File: config.mk
export PLATFORM = sky130hd
export DESIGN_NAME = ram_readout_ctrl
export DESIGN_NICKNAME = d
export VERILOG_FILES = /design/src/rtl/ram_readout_ctrl.sv
export SDC_FILE = /design/constraint.sdc
export NUM_CORES = 1
export LEC_CHECK = 0
export ABC_AREA = 0
export ABC_CLOCK_PERIOD_IN_PS = 1800
export BUFFER_PORTS_ARGS = -buffer_cell sky130_fd_sc_hd__buf_2
export CAP_MARGIN = 20
export CORE_MARGIN = 5
export CORE_UTILIZATION = 45
export DETAILED_ROUTE_END_ITERATION = 6
export PLACE_DENSITY = 0.71
export SLEW_MARGIN = 5
export SYNTH_ARGS = -nofsm -noshare
export SYNTH_HDL_FRONTEND = slang
export SYNTH_SLANG_ARGS = --single-unit
File: constraint.sdc
create_clock -name clk -period 1.8 [get_ports clk]
set_input_delay 0.27 -clock clk [delete_from_list [all_inputs] [get_ports clk]]
set_output_delay 0.27 -clock clk [all_outputs]
set_load 0.005 [all_outputs]
File: src/rtl/ram_readout_ctrl.sv
// Streams 32-bit words from the acquisition RAM as MSB-first bytes over a valid/ready link.
// Optional trailing XOR checksum byte enabled with the RDOUT_CHKSUM_EN macro.
module ram_readout_ctrl #(
   parameter int unsigned RAM_WIDTH     = 32,
   parameter int unsigned RAM_ADDR_BITS = 4
) (
   input  logic                     clk,
   input  logic                     rst,
   input  logic                     Start,
   input  logic [RAM_ADDR_BITS-1:0] StartAddr,
   input  logic [RAM_ADDR_BITS:0]   WordCnt,
   output logic [RAM_ADDR_BITS-1:0] RdAddrs,
   input  logic [RAM_WIDTH-1:0]     RamDat,
   output logic [7:0]               ByteOut,
   output logic                     ByteValid,
   input  logic                     ByteReady,
   output logic                     Busy,
   output logic                     Done
);

   typedef enum logic [2:0] {
      IDLE,
      FETCH,
      SEND,
`ifdef RDOUT_CHKSUM_EN
      CHK,
`endif
      DONE
   } state_t;

   localparam logic [RAM_ADDR_BITS:0]   REM_ONE  = 1;
   localparam logic [RAM_ADDR_BITS-1:0] ADDR_ONE = 1;

   state_t                   state_q, state_d;
   logic [RAM_ADDR_BITS-1:0] addr_q, addr_d;
   logic [RAM_ADDR_BITS:0]   rem_q, rem_d;
   logic [1:0]               idx_q, idx_d;
   logic [RAM_WIDTH-1:0]     shift_q, shift_d;
`ifdef RDOUT_CHKSUM_EN
   logic [7:0]               chk_q, chk_d;
`endif
   logic [7:0]               byte_out_q, byte_out_d;
   logic                     byte_valid_q, byte_valid_d;
   logic                     busy_q, busy_d;
   logic                     done_q, done_d;
   logic                     xfer;

   assign xfer = byte_valid_q & ByteReady;

   always_comb begin
      state_d = state_q;
      addr_d  = addr_q;
      rem_d   = rem_q;
      idx_d   = idx_q;
      shift_d = shift_q;
`ifdef RDOUT_CHKSUM_EN
      chk_d   = chk_q;
`endif
      case (state_q)
         IDLE: begin
            if (Start) begin
`ifdef RDOUT_CHKSUM_EN
               chk_d = '0;
`endif
               if (WordCnt != '0) begin
                  addr_d  = StartAddr;
                  rem_d   = WordCnt;
                  state_d = FETCH;
               end else begin
                  state_d = DONE;
               end
            end
         end
         FETCH: begin
            shift_d = RamDat;
            idx_d   = '0;
            state_d = SEND;
         end
         SEND: begin
            if (xfer) begin
`ifdef RDOUT_CHKSUM_EN
               chk_d = chk_q ^ shift_q[RAM_WIDTH-1 -: 8];
`endif
               if (idx_q != 2'd3) begin
                  shift_d = shift_q << 8;
                  idx_d   = idx_q + 2'd1;
               end else if (rem_q == REM_ONE) begin
`ifdef RDOUT_CHKSUM_EN
                  state_d = CHK;
`else
                  state_d = DONE;
`endif
               end else begin
                  rem_d   = rem_q - REM_ONE;
                  addr_d  = addr_q + ADDR_ONE;
                  state_d = FETCH;
               end
            end
         end
`ifdef RDOUT_CHKSUM_EN
         CHK: begin
            if (xfer) state_d = DONE;
         end
`endif
         DONE:    state_d = IDLE;
         default: state_d = IDLE;
      endcase
   end

   // Outputs are decoded from the next-state values so they register in step with the state.
   always_comb begin
      byte_valid_d = 1'b0;
      byte_out_d   = '0;
      busy_d       = 1'b0;
      done_d       = 1'b0;
      case (state_d)
         FETCH: busy_d = 1'b1;
         SEND: begin
            busy_d       = 1'b1;
            byte_valid_d = 1'b1;
            byte_out_d   = shift_d[RAM_WIDTH-1 -: 8];
         end
`ifdef RDOUT_CHKSUM_EN
         CHK: begin
            busy_d       = 1'b1;
            byte_valid_d = 1'b1;
            byte_out_d   = chk_d;
         end
`endif
         DONE:    done_d = 1'b1;
         default: ;
      endcase
   end

   always_ff @(posedge clk) begin
      if (rst) begin
         state_q      <= IDLE;
         addr_q       <= '0;
         rem_q        <= '0;
         idx_q        <= '0;
         shift_q      <= '0;
`ifdef RDOUT_CHKSUM_EN
         chk_q        <= '0;
`endif
         byte_out_q   <= '0;
         byte_valid_q <= 1'b0;
         busy_q       <= 1'b0;
         done_q       <= 1'b0;
      end else begin
         state_q      <= state_d;
         addr_q       <= addr_d;
         rem_q        <= rem_d;
         idx_q        <= idx_d;
         shift_q      <= shift_d;
`ifdef RDOUT_CHKSUM_EN
         chk_q        <= chk_d;
`endif
         byte_out_q   <= byte_out_d;
         byte_valid_q <= byte_valid_d;
         busy_q       <= busy_d;
         done_q       <= done_d;
      end
   end

   assign RdAddrs   = addr_q;
   assign ByteOut   = byte_out_q;
   assign ByteValid = byte_valid_q;
   assign Busy      = busy_q;
   assign Done      = done_q;

endmodule

# After elaboration in Yosys (flattened, before gate mapping)

Index checks and enable logic that the tools add are counted.
W data, S select, Z words.

Register bits: 57
Input bits: 45
Output and inout bits: 15
Word-level logic and storage cells: 63

Add/subtract/negate cells: 3
Eq/ne operators: 13
Muxes and demuxes: 27
Bitwise logic cells: 2
Reductions and logical operators: 8

Operator list:

| cell                  | count |
|---|---|
| $mux W32              | 2 |
| $pmux W32 S2          | 1 |
| $mux W5               | 5 |
| $mux W4               | 5 |
| $ne A2 B2 Y1 const B  | 7 |
| $pmux W5 S2           | 1 |
| $eq A3 B2 Y1 const B  | 3 |
| $mux W3               | 3 |
| $pmux W3 S3           | 1 |
| $mux W2               | 4 |
| $pmux W4 S2           | 1 |
| $eq A3 B1 Y1 const B  | 2 |
| $reduce_and A6 Y1     | 1 |
| $eq A5 B1 Y1 const B  | 1 |
| $reduce_bool A5 Y1    | 1 |
| $sub A5 B1 Y5 const B | 1 |
| $add A4 B1 Y4 const B | 1 |
| $pmux W2 S2           | 1 |
| $reduce_bool A2 Y1    | 2 |
| $reduce_or A2 Y1      | 2 |
| $logic_not A3 Y1      | 1 |
| $mux W1               | 3 |
| $reduce_and A3 Y1     | 1 |
| $add A2 B1 Y2 const B | 1 |
| other kinds (2)       | 2 |

# Longest topological paths before layout

Depth in word-level cells: 8
Gate-level depth with buffers: 8
Mapped depth without buffers: 6

# Worst setup path before layout

Ideal clock, no wire load.

Kind: reg-to-reg
Start: register idx_q[0]
End: register shift_q[0]
Library setup time: 128 ps
Data arrival time: 1773 ps
Required time: 1672 ps
Setup slack: -100 ps
Cell stages (with the launch flop): 9
Buffers on the path: 3
Clock period less this slack: 1900 ps
Cell sequence: dfxtp_1 > ha_1 > nor4bb_1 > and2_1 > clkbuf_1 > buf_4 > buf_4 > a2bb2oi_1 > nor2_1

Word-level cells in the longest chain between the ends: 3

RTL lines:

| what                        | RTL line | RTL |
|---|---|---|
| start, declared             | 37       | `logic [1:0] idx_q, idx_d;` |
| start signal, assigned      | 153      | `idx_q <= idx_d;` |
| $ne A2 B2 Y1                | 84       | `if (idx_q != 2'd3) begin` |
| $ne A2 B2 Y1 (no line)      | -        |  |
| $reduce_and A3 Y1 (no line) | -        |  |
| end signal, assigned        | 154      | `shift_q <= shift_d;` |
| end, declared               | 38       | `logic [RAM_WIDTH-1:0] shift_q, shift_d;` |

No other way between the ends.
A chain may end at the register's enable or synchronous reset.

# Worst setup path after layout

Start: register state_q[0]
End: register rem_q[1]

Word-level cells in the longest chain between the ends: 3
Elaborated cells on any way between the ends: 10
Those cells by class: 6 x eq/ne; 1 x mux; 3 x reduce/logical

RTL lines:

| what                                                         | RTL line | RTL |
|---|---|---|
| start, declared                                              | 34       | `state_t state_q, state_d;` |
| start signal, assigned                                       | 150      | `state_q <= state_d;` |
| $eq A3 B2 Y1 or $logic_not A3 Y1 (tied branches)             | 59       | `case (state_q)` |
| $ne A2 B2 Y1 (no line) or $reduce_bool A2 Y1 (tied branches) | -        |  |
| $reduce_and A6 Y1 (no line)                                  | -        |  |
| end signal, assigned                                         | 152      | `rem_q <= rem_d;` |
| end, declared                                                | 36       | `logic [RAM_ADDR_BITS:0] rem_q, rem_d;` |

Several ways; a longest one is shown, not always the timed one.

==> results.toml <==
[run_status]
status = "finished, violations left"
violations = "negative setup slack"

[drt]
top_layer_used = "met4"
drt-total-wl_mm = 6.61
drc_errors = 0
first_pass_iters = 4
met1_length_mm = 3.03
num_vias = 2365
drtIter0Drc = 168
wl_met2_mm = 3.09
route.met3.wl_um = 338
via_per_inst = 5.53
ant_nets = 0
avgRoutedWirePerCell_um = 15.4

[setup_path]
endpoint = "rem_q[1]"
cp.arrival_ns = 2.08
path_delay_family = "simple AND/OR/NAND/NOR gates"
max_stage_delay_ns = 0.56
cp_max_fo = 9
cp-end-kind = "register"
rr_worst_depth = 5
cp.required_ns = 2.04
worstSetupPathType = "register to register"
reg2reg_to = "rem_q[1]"
crit_path_top_delay_cell = "or4b_4"
cp-startpoint = "state_q[0]"
timing.reg2reg.setup_slack_ns = -0.04
worst-path-buf-inv = 1
path_cells = "or4b_4, nor3b_4, buf_6, or3_4, mux2i_2"
crit_cells = 5
startpoint_type = "register"
regToRegStartpoint = "state_q[0]"

[die]
core_sq_mm = 0.00551
die_h_um = 85.2
rows = 27
start_util = 0.462
die_area_sq_mm = 0.00725
io_pins = 60
die_w_um = 85.2

[sta]
slew_viol_final = 0
final.min_clock_period_ns = 1.84
setup_ws_ns = -0.0415
fin_crit_sh = 1.02
grt_setup_unrepaired = "yes"
max_freq_mhz = 543
setup-tns-final_ns = -0.0415
hold_viol_final = 0
fin_worst_skew_ns = 0.0165
setup_violations = 1

[global_route]
first_global_vias = 2290
grt_use_total = 0.184
grt_overflow_total = 0
grt_pass1_wl_mm = 10.7
grt_max_degree = 35
antenna_found_initial = 0

[layout]
utilization = 0.609
n_antenna_cell = 0
num-nets-final = 400
num-fill-cells = 484
area_growth_syn_to_layout_pct = 31.8
multi_input_area_sq_mm = 0.00134
seq_area_sq_mm = 0.00114
drive_above_1_share = 0.337

[clock_network]
cts.sinks = 57
cts_hold_buf = 0
tritoncts.num_buffers = 9
clk_pin_slew_worst_paths_ns = 0.06
clk_latency_ns = 0.33
cts_tree = "built"
cts_root_buf = "clkbuf_8"
htree_levels = 3
cts_buffer_depth = 2

[synth]
yosysMostFrequentCell = "dfxtp_1"
ys_seq_area_frac = 0.449
synthTopCellsByArea = "dfxtp_1, a22oi_1, a21oi_1"
netlist_instances = 276
synth_edf_count = 0
async_flop_share = 0
ys_ff_latch = 57
synth_top_area_frac = 0.449
synth_common_cells = "dfxtp_1, nand2_1, a21oi_1"
synth_top_cell_by_area = "dfxtp_1"
yosysWarnings = 0
ys_types = 48
synthesis.area_sq_mm = 0.00254
avgSynthCellArea_sq_um = 9.21
synthFlopType = "dfxtp_1"
synth.net_count = 325

[power]
pwr_density_cell_mw_per_mm2 = 830
peakVddDrop_mv = 0.467
finalPower_mw = 2.78
p_leak_nw = 1.40

[hold_path]
hold_class = "primary input to register"

[placed_design]
pre_cts_ws_ns = -0.0639
hpwl_mm = 4.44
place_congestion = 0.825
port_buffers = 59

[flow_run]
cap_violations = 0
-- worst min path at each step --
stage	startpoint	end	slack, ns	cells past startpoint
floorplan	rst	state_q[0]	0.36	1
CTS	RamDat[6]	shift_q[6]	0.16	3
detailed placement	shift_q[12]	shift_q[12]	0.45	2
global route	RamDat[0]	shift_q[0]	0.16	3
global placement	shift_q[13]	shift_q[13]	0.45	2
finish	RamDat[6]	shift_q[6]	0.17	3
-- cell type report --
class / instances / share of cell area
clock buffer: 11 / 0.0392
tap: 72 / 0.0269
multi-input combinational: 190 / 0.401
sequential: 57 / 0.342
inverter: 8 / 0.00896
timing repair buffer: 85 / 0.159
clock inverter: 5 / 0.0235
-- repair_timing --
item	in CTS	in global routing
gates cloned	0	1
buffers inserted	0	2
endpoints found under the setup margin	12	41
resized for setup	4	22
pin swaps	0	2
hold endpoints to repair	0	0
-- cell families after synthesis --
| group | count (synthesis) | share of synthesized area |
|---|---|---|
| flip-flops | 57 | 0.449 |
| other | 1 | 0.00147 |
| AND/OR/NAND/NOR | 92 | 0.204 |
| buffers and inverters | 29 | 0.0571 |
| adder cells (fa/ha/maj) | 4 | 0.0197 |
| multiplexers | 5 | 0.0197 |
| AO/OA/AOI/OAI | 88 | 0.249 |
-- metrics by stage --
stage	hold WS, ns	cell area (sq um)	std cells
6_report	0.170	3350	428
4_1_cts	0.156	3260	425
2_1_floorplan	0.358	2550	276
5_1_grt	0.164	3350	428
3_3_place_gp	0.446	3030	409
3_5_place_dp	0.450	3030	409
-- power breakdown --
group	leakage, nW	total (mW)	switching [mW]	internal (mW)
sequential	0.462	1.30	0.0164	1.28
clock	0.108	1.28	0.502	0.781
combinational	0.828	0.203	0.101	0.102
total	1.40	2.78	0.620	2.16
-- layer usage --
layer	GRT usage	vias up
met1	0.239	1108
met5	0	-
met4	0.101	0
li1	-	1162
met3	0.0359	15
met2	0.285	80
-- worst reg2reg max path: cells and delay by family, from the launching register on --
family	cells	cell delay [ns]
buffers and inverters	1	0.18
flip-flops	1	0.35
multiplexers	1	0.23
AND/OR/NAND/NOR	3	0.99
-- sequential cells by signal, indices dropped and copies added, names as in the netlist --
register and count:
shift_q 32, ByteValid 1, RdAddrs 4, Done 1, ByteOut 8, idx_q 2
state_q 3, Busy 1, rem_q 5
-- cells in the final DEF, fill, tap and decap left out, types with 3 or more instances in the layout --
cell	synthesis	final
nor2b_1	6	6
o21ai_0	10	5
a221o_1	8	8
buf_2	5	60
a22oi_1	16	16
buf_12	0	3
buf_4	4	20
a21oi_1	23	22
nor3b_1	4	3
dfxtp_1	57	54
a2bb2oi_1	10	10
or2_2	3	3
nor2_1	12	12
a31oi_1	3	3
dfxtp_2	0	3
and2_1	17	17
clkbuf_8	0	9
nand2_1	28	28
o311ai_0	6	3
o21ai_1	0	5
and2b_1	4	4
ha_1	4	3
mux2i_1	5	4
inv_1	8	8
(Power assumes the default switching activity.)
